--- config.mk ---
export PLATFORM = sky130hd
export DESIGN_NAME = steering_controller
export DESIGN_NICKNAME = d
export VERILOG_FILES = /design/src/rtl/steering_pkg.sv /design/src/rtl/steering_controller_pwm.sv /design/src/rtl/steering_controller.sv
export SDC_FILE = /design/constraint.sdc
export NUM_CORES = 1
export LEC_CHECK = 0
export ABC_AREA = 1
export CORE_UTILIZATION = 30
export CTS_CLUSTER_SIZE = 8
export DETAILED_ROUTE_END_ITERATION = 12
export GPL_TIMING_DRIVEN = 0
export PLACE_DENSITY = 0.53
export SETUP_SLACK_MARGIN = 0.5
export SLEW_MARGIN = 5
export SYNTH_ARGS = -nofsm -noshare
export SYNTH_HDL_FRONTEND = slang
export SYNTH_SLANG_ARGS = --single-unit
--- constraint.sdc ---
create_clock -name clk -period 4.9 [get_ports clk]
set_clock_uncertainty 0.05 [all_clocks]
set_input_delay 0.98 -clock clk [delete_from_list [all_inputs] [get_ports clk]]
set_output_delay 0.98 -clock clk [all_outputs]
set_load 0.1 [all_outputs]
--- src/rtl/steering_pkg.sv ---
`default_nettype none
// ============================================================================
// Module   : steering_pkg
// Purpose  : Shared types, widths and helpers for the steering controller:
//            FSM state encoding, duty-update actions and duty clamping.
// Revision : 1.0 - initial release
// ============================================================================
package steering_pkg;

    // Controller state, encoding visible on the state port
    typedef enum logic [1:0] {
        STOP   = 2'd0,
        TRACK  = 2'd1,
        SEARCH = 2'd2
    } steer_state_t;

    // Duty-register action decided in the first pipeline stage
    typedef enum logic [1:0] {
        ACT_NONE   = 2'd0,
        ACT_TRACK  = 2'd1,
        ACT_SEARCH = 2'd2,
        ACT_STOP   = 2'd3
    } duty_act_t;

    // Arithmetic widths of the steering law
    localparam int c_ERR_W  = 12;
    localparam int c_PROD_W = 16;
    localparam int c_SUM_W  = 17;

    // Largest duty a PWM_W-bit counter can express (2^PWM_W - 1)
    function automatic int unsigned duty_max(input int unsigned pwm_w);
        return (32'd1 << pwm_w) - 32'd1;
    endfunction

    // Saturate a signed wheel command into [0, 2^pwm_w - 1]
    function automatic logic [15:0] clamp_duty(input logic signed [16:0] value,
                                               input int unsigned       pwm_w);
        logic signed [16:0] max_v;
        max_v = 17'(duty_max(pwm_w));
        if (value < 0) begin
            return '0;
        end else if (value > max_v) begin
            return max_v[15:0];
        end else begin
            return value[15:0];
        end
    endfunction

endpackage
`default_nettype wire

--- src/rtl/steering_controller_pwm.sv ---
`default_nettype none
// ============================================================================
// Module   : pwm_gen
// Purpose  : Free-running PWM counter driving two channels. Each channel keeps
//            a shadow copy of its duty that only reloads at the counter wrap,
//            so a period is never truncated. Outputs are registered so they
//            are glitch-free.
// Revision : 1.0 - initial release
// ============================================================================
module pwm_gen
    import steering_pkg::*;
#(
    parameter int PWM_W = 10
) (
    input  logic             clk,
    input  logic             rst_n,
    input  logic [PWM_W-1:0] duty_left,
    input  logic [PWM_W-1:0] duty_right,
    output logic             pwm_left,
    output logic             pwm_right
);

    localparam logic [PWM_W-1:0] c_CNT_MAX = '1;

    logic [PWM_W-1:0] r_cnt;
    logic [PWM_W-1:0] w_cnt_next;
    logic             w_wrap;
    logic [PWM_W-1:0] w_duty [2];
    logic [1:0]       w_pwm;

    assign w_cnt_next = r_cnt + 1'b1;
    assign w_wrap     = (r_cnt == c_CNT_MAX);
    assign w_duty[0]  = duty_left;
    assign w_duty[1]  = duty_right;

    // Period counter, restarts at zero on reset release
    always_ff @(posedge clk or negedge rst_n) begin
        if (!rst_n) begin
            r_cnt <= '0;
        end else begin
            r_cnt <= w_cnt_next;
        end
    end

    generate
        for (genvar gi = 0; gi < 2; gi++) begin : g_chan
            logic [PWM_W-1:0] r_active;
            logic [PWM_W-1:0] w_active_next;
            logic             r_pwm;

            assign w_active_next = w_wrap ? w_duty[gi] : r_active;

            // Shadow duty loads at the wrap; the output register holds
            // (cnt < active_duty) for the cycle the counter is about to enter
            always_ff @(posedge clk or negedge rst_n) begin
                if (!rst_n) begin
                    r_active <= '0;
                    r_pwm    <= 1'b0;
                end else begin
                    r_active <= w_active_next;
                    r_pwm    <= (w_cnt_next < w_active_next);
                end
            end

            assign w_pwm[gi] = r_pwm;
        end
    endgenerate

    assign pwm_left  = w_pwm[0];
    assign pwm_right = w_pwm[1];

endmodule
`default_nettype wire

--- src/rtl/steering_controller.sv ---
`default_nettype none
// ============================================================================
// Module   : steering_controller
// Purpose  : Turns the per-frame line centroid into left/right motor duties
//            through a proportional steering law, a lost-line search/stop
//            state machine and a dual-channel PWM generator.
// Revision : 1.0 - initial release
// ============================================================================
module steering_controller
    import steering_pkg::*;
#(
    parameter int IMG_W        = 640,
    parameter int PWM_W        = 10,
    parameter int BASE_SPEED   = 512,
    parameter int KP           = 3,
    parameter int KP_SHIFT     = 2,
    parameter int SEARCH_SPEED = 300,
    parameter int LOST_FRAMES  = 15
) (
    input  logic             clk,
    input  logic             rst_n,
    input  logic             enable,
    input  logic [10:0]      centroid_x,
    input  logic             centroid_ready,
    input  logic             line_valid,
    input  logic             line_lost,
    output logic             pwm_left,
    output logic             pwm_right,
    output logic [PWM_W-1:0] duty_left,
    output logic [PWM_W-1:0] duty_right,
    output logic [1:0]       state
);

    localparam logic [11:0]                 c_IMG_W  = 12'(IMG_W);
    localparam logic signed [c_ERR_W-1:0]   c_HALF   = 12'(IMG_W / 2);
    localparam logic signed [c_PROD_W-1:0]  c_KP     = 16'(KP);
    localparam logic signed [c_SUM_W-1:0]   c_BASE   = 17'(BASE_SPEED);
    localparam logic [PWM_W-1:0]            c_SEARCH = PWM_W'(SEARCH_SPEED);
    localparam logic [7:0]                  c_LOST   = 8'(LOST_FRAMES);

    // ------------------------------------------------------------------
    // Frame qualification and first-stage arithmetic
    // ------------------------------------------------------------------
    logic                        w_valid;
    logic signed [c_ERR_W-1:0]   w_err;
    logic signed [c_PROD_W-1:0]  w_err_ext;
    logic signed [c_PROD_W-1:0]  w_prod;

    // line_lost overrides line_valid; columns outside the image are rejected
    assign w_valid   = line_valid & ~line_lost & ({1'b0, centroid_x} < c_IMG_W);
    assign w_err     = $signed({1'b0, centroid_x}) - c_HALF;
    assign w_err_ext = {{(c_PROD_W - c_ERR_W){w_err[c_ERR_W-1]}}, w_err};
    assign w_prod    = w_err_ext * c_KP;

    // ------------------------------------------------------------------
    // FSM and stage-1 registers
    // ------------------------------------------------------------------
    steer_state_t                r_state;
    steer_state_t                w_state_next;
    duty_act_t                   w_act;
    duty_act_t                   r_act;
    logic [7:0]                  r_lost_cnt;
    logic [7:0]                  w_lost_next;
    logic [7:0]                  w_lost_inc;
    logic                        w_lost_hit;
    logic signed [c_ERR_W-1:0]   r_last_err;
    logic signed [c_PROD_W-1:0]  r_prod;
    logic                        r_search_right;

    assign w_lost_inc = r_lost_cnt + 8'd1;
    assign w_lost_hit = (w_lost_inc == c_LOST);

    // State register
    always_ff @(posedge clk or negedge rst_n) begin
        if (!rst_n) begin
            r_state <= STOP;
        end else begin
            r_state <= w_state_next;
        end
    end

    // Next-state decision; enable low forces STOP regardless of any frame
    always_comb begin
        w_state_next = r_state;
        if (!enable) begin
            w_state_next = STOP;
        end else if (centroid_ready) begin
            case (r_state)
                STOP: begin
                    if (w_valid) w_state_next = TRACK;
                end
                TRACK: begin
                    if (w_valid)                 w_state_next = TRACK;
                    else if (c_LOST == 8'd1)     w_state_next = STOP;
                    else                         w_state_next = SEARCH;
                end
                SEARCH: begin
                    if (w_valid)                 w_state_next = TRACK;
                    else if (w_lost_hit)         w_state_next = STOP;
                end
                default: w_state_next = STOP;
            endcase
        end
    end

    // Per-frame outputs of the FSM: duty action and lost-frame counter
    always_comb begin
        w_act       = ACT_NONE;
        w_lost_next = r_lost_cnt;
        if (!enable) begin
            w_act       = ACT_STOP;
            w_lost_next = '0;
        end else if (centroid_ready) begin
            case (r_state)
                STOP: begin
                    if (w_valid) w_act = ACT_TRACK;
                    w_lost_next = '0;
                end
                TRACK: begin
                    if (w_valid) begin
                        w_act       = ACT_TRACK;
                        w_lost_next = '0;
                    end else if (c_LOST == 8'd1) begin
                        w_act       = ACT_STOP;
                        w_lost_next = '0;
                    end else begin
                        w_act       = ACT_SEARCH;
                        w_lost_next = 8'd1;
                    end
                end
                SEARCH: begin
                    if (w_valid) begin
                        w_act       = ACT_TRACK;
                        w_lost_next = '0;
                    end else if (w_lost_hit) begin
                        w_act       = ACT_STOP;
                        w_lost_next = '0;
                    end else begin
                        w_lost_next = w_lost_inc;
                    end
                end
                default: begin
                    w_act       = ACT_STOP;
                    w_lost_next = '0;
                end
            endcase
        end
    end

    // Stage-1 pipeline: register the action, the product and the error memory
    always_ff @(posedge clk or negedge rst_n) begin
        if (!rst_n) begin
            r_act          <= ACT_NONE;
            r_lost_cnt     <= '0;
            r_last_err     <= '0;
            r_prod         <= '0;
            r_search_right <= 1'b0;
        end else begin
            r_act      <= w_act;
            r_lost_cnt <= w_lost_next;
            if (enable && centroid_ready && w_valid) begin
                r_last_err <= w_err;
                r_prod     <= w_prod;
            end
            // Search toward the side the line was last seen on
            if (w_act == ACT_SEARCH) begin
                r_search_right <= (r_last_err < 0);
            end
        end
    end

    // ------------------------------------------------------------------
    // Stage-2: correction, wheel sums and duty registers
    // ------------------------------------------------------------------
    logic signed [c_SUM_W-1:0] w_corr;
    logic signed [c_SUM_W-1:0] w_sum_left;
    logic signed [c_SUM_W-1:0] w_sum_right;

    assign w_corr      = $signed({r_prod[c_PROD_W-1], r_prod}) >>> KP_SHIFT;
    assign w_sum_left  = c_BASE + w_corr;
    assign w_sum_right = c_BASE - w_corr;

    // Duty registers; enable low zeroes them on the very next clock
    always_ff @(posedge clk or negedge rst_n) begin
        if (!rst_n) begin
            duty_left  <= '0;
            duty_right <= '0;
        end else if (!enable) begin
            duty_left  <= '0;
            duty_right <= '0;
        end else begin
            case (r_act)
                ACT_TRACK: begin
                    duty_left  <= PWM_W'(clamp_duty(w_sum_left, PWM_W));
                    duty_right <= PWM_W'(clamp_duty(w_sum_right, PWM_W));
                end
                ACT_SEARCH: begin
                    if (r_search_right) begin
                        duty_left  <= '0;
                        duty_right <= c_SEARCH;
                    end else begin
                        duty_left  <= c_SEARCH;
                        duty_right <= '0;
                    end
                end
                ACT_STOP: begin
                    duty_left  <= '0;
                    duty_right <= '0;
                end
                default: ;
            endcase
        end
    end

    assign state = r_state;

    // ------------------------------------------------------------------
    // PWM generator
    // ------------------------------------------------------------------
    pwm_gen #(
        .PWM_W (PWM_W)
    ) u_pwm (
        .clk        (clk),
        .rst_n      (rst_n),
        .duty_left  (duty_left),
        .duty_right (duty_right),
        .pwm_left   (pwm_left),
        .pwm_right  (pwm_right)
    );

endmodule
`default_nettype wire

==> results.ini <==
[critical_path]
cp-start-kind = input port
critPathMaxStageDelay_ns = 0.51
critical_path.slowest_cell = clkdlybuf4s50_1
critPathTopFamily = compound AO/OA/AOI/OAI gates
critPathKind = in -> reg
cp.required_ns = 5.06
cp.arrival_ns = 3.91
crit_fanout = 4
critPathBufInv = 2
path_cells = clkdlybuf4s50_1 > inv_1 > ha_1 > o21ai_0 > xor2_1 > ha_1 > ha_1 > a21o_1 > nand3_1 > a21boi_0 > o21ai_0 > o21ai_0 > o21ai_0
path_common_cell = o21ai_0
setup.worst_path.end_class = flip-flop

[logic_synthesis]
synth-async-reset-ratio_pct = 100
synth_nets = 711
yosysTopAreaCell = dfrtp_1
synth.distinct_cells = 42
synth_sequential_area_ratio_pct = 38.2
synth_cells = 641
synth.avg_cell_area_um2 = 8.07
synth-seq-cells = 79
synth_edf_count = 0
synth_top_flop_cell = dfrtp_1
synth_area_leaders = dfrtp_1, ha_1, nand2_1
netlist_area_mm2 = 0.00517
ys_warn_count = 0
yosys.area.top_type_share_pct = 38.2

[route]
drc = 0
drtIter0Drc = 154
first_pass_iters = 4
wl_per_cell_um = 12.9
wirelength_mm = 11.8
vias = 4240
ant_nets = 0
viasPerCell = 4.62

[cts]
ctsHtreeMaxLevel = 3
cts-root-buf = clkbuf_16
clk_pin_slew_ns = 0.06
clk-insertion-delay-late_ns = 0.34
hold_buffers = 0
clockBufferDepth = 2
cts_setup_buffers = 0
clkSinkCount = 79
cts_made_buffers = 9
cts_resized = 0
cts_tree = yes

[placed_design]
gp_congestion = 0.848
io_buffers = 40
dp_hpwl_mm = 9.59

[floorplan]
num_io_pins = 41
num_rows = 47
die_w_um = 133
dieHeight_um = 133
core_mm2 = 0.0167
dieArea_mm2 = 0.0178
start_util_pct = 31.0

[timing]
tns_ns = 0
hold_viol = 0
max-slew-margin-rel_pct = 34.2
fmax_ghz = 0.266
post-route-period-util_pct = 76.6
rsz0062_at_grt = false
worst_slew_pin_slew_ns = 0.985
fin_crit_ns = 3.75
setup_viol = 0
drv_slew = 0

[final_layout]
diodes = 0
multiInputGateArea_mm2 = 0.00275
regArea_mm2 = 0.00198
final_common_cell = nand2_1
drive_gt1_share_pct = 12.5
utilization_pct = 36.8
final.fill_count = 1749
final_cell_mix = nand2_1, inv_1, dfrtp_1
area_delta_synth_final_pct = 18.8
fin_nets = 763

[global_route]
grt_pass1_vias = 4280
globalRouteOverflowTotal = 0
grt_first_pass_wirelength_mm = 20.1
grt_max_degree = 51
grtUsageTotal_pct = 14.3
antenna_found_initial = 0

[power_and_ir_drop]
leakage_nw = 2.96
power_w = 0.00262
vdd_drop_max_mv = 0.224
power_density_mw_per_mm2 = 426

[hold_path]
min_path_type = reg -> reg

[outcome]
outcome = finished clean

[job]
maxCapViolCount = 0

[cells by family after synthesis]
kind of cell | count (synthesis) | share of synthesized area (%)
xor+xnor | 27 | 4.57
fa+ha+maj | 53 | 13.0
simple gates | 250 | 22.0
flops | 79 | 38.2
buf+inv | 114 | 8.66
compound gates | 118 | 13.6
[per-stage QoR]
stage	hold slack [ns]	cells	cell area (um^2)	worst slack, ns
final	0.428	917	6140	1.15
after global routing	0.453	917	6140	0.869
after CTS	0.432	917	6140	1.16
after detailed placement	0.416	902	5870	0.802
after global placement	0.407	901	5850	-0.0644
after floorplan	0.388	641	5170	1.72
[state kept, by name (all words and copies together) (netlist names)]
signal / count
duty_left: 10
duty_right: 10
r_act: 2
r_last_err: 1
r_lost_cnt: 8
r_prod: 13
r_search_right: 1
state: 2
u_pwm.g_chan.r_active: 20
u_pwm.pwm_left: 1
u_pwm.pwm_right: 1
u_pwm.r_cnt: 10
[path summary, 6_finish.rpt]
check                                                 start                          end  slack (ns)  cells after the start
worst max-delay path                          centroid_x[6]                   r_prod[13]        1.15                     13
worst min-delay path            u_pwm.g_chan[1].r_active[4]  u_pwm.g_chan[1].r_active[4]        0.43                      2
worst max register to register               u_pwm.r_cnt[0]               u_pwm.pwm_left        2.14                     15
worst min register to register  u_pwm.g_chan[1].r_active[4]  u_pwm.g_chan[1].r_active[4]        0.43                      2
max in group asynchronous                             rst_n                r_lost_cnt[3]        3.69                      2
min in group asynchronous                             rst_n  u_pwm.g_chan[1].r_active[7]        0.53                      1
[cell type report]
cell class	instances	share of cell area, %
sequential	79	32.2
clock buffer	10	3.89
timing repair buffer	41	6.92
inverter	108	6.60
tap	220	4.48
buffer	6	0.692
multi-input combinational	448	44.7
clock inverter	5	0.550
[per-layer routing]
metal | GRT usage [%] | share of wire (%) | vias to the layer above
li1 | - | - | 2178
met1 | 17.6 | 46 | 1981
met2 | 25.0 | 49 | 71
met3 | 2.78 | 3.8 | 10
met4 | 4.55 | 1.2 | 0
met5 | 0 | 0 | -
[worst reg2reg max path: stages (launching register included)]
cell	delay, ns
dfrtp_1	0.40
ha_1	0.21
nand2_1	0.08
nor2_2	0.16
nand4_2	0.17
nor2_2	0.13
nand2_2	0.18
buf_6	0.22
o21ai_2	0.14
inv_2	0.06
ha_1	0.31
a21oi_1	0.14
o21ai_0	0.09
a21oi_1	0.13
o211ai_1	0.09
a21oi_1	0.15
[synth_stat cells (9+ instances only)]
cell / instances
a21oi_1: 28
dfrtp_1: 79
ha_1: 52
inv_1: 88
inv_2: 20
nand2_1: 158
nand2_2: 9
nand3_1: 30
nor2_1: 24
o21ai_0: 45
o21ai_1: 10
o21ai_2: 16
xor2_1: 21
[where the power goes]
group	internal (W)	total, W	switching [W]	leakage [nW]
clock	0.000354	0.000616	0.000263	0.131
sequential	0.000749	0.000848	0.0000986	1.05
combinational	0.000313	0.00116	0.000842	1.78
total	0.00142	0.00262	0.00120	2.96
Note: power is estimated with default switching activity, not from simulation.
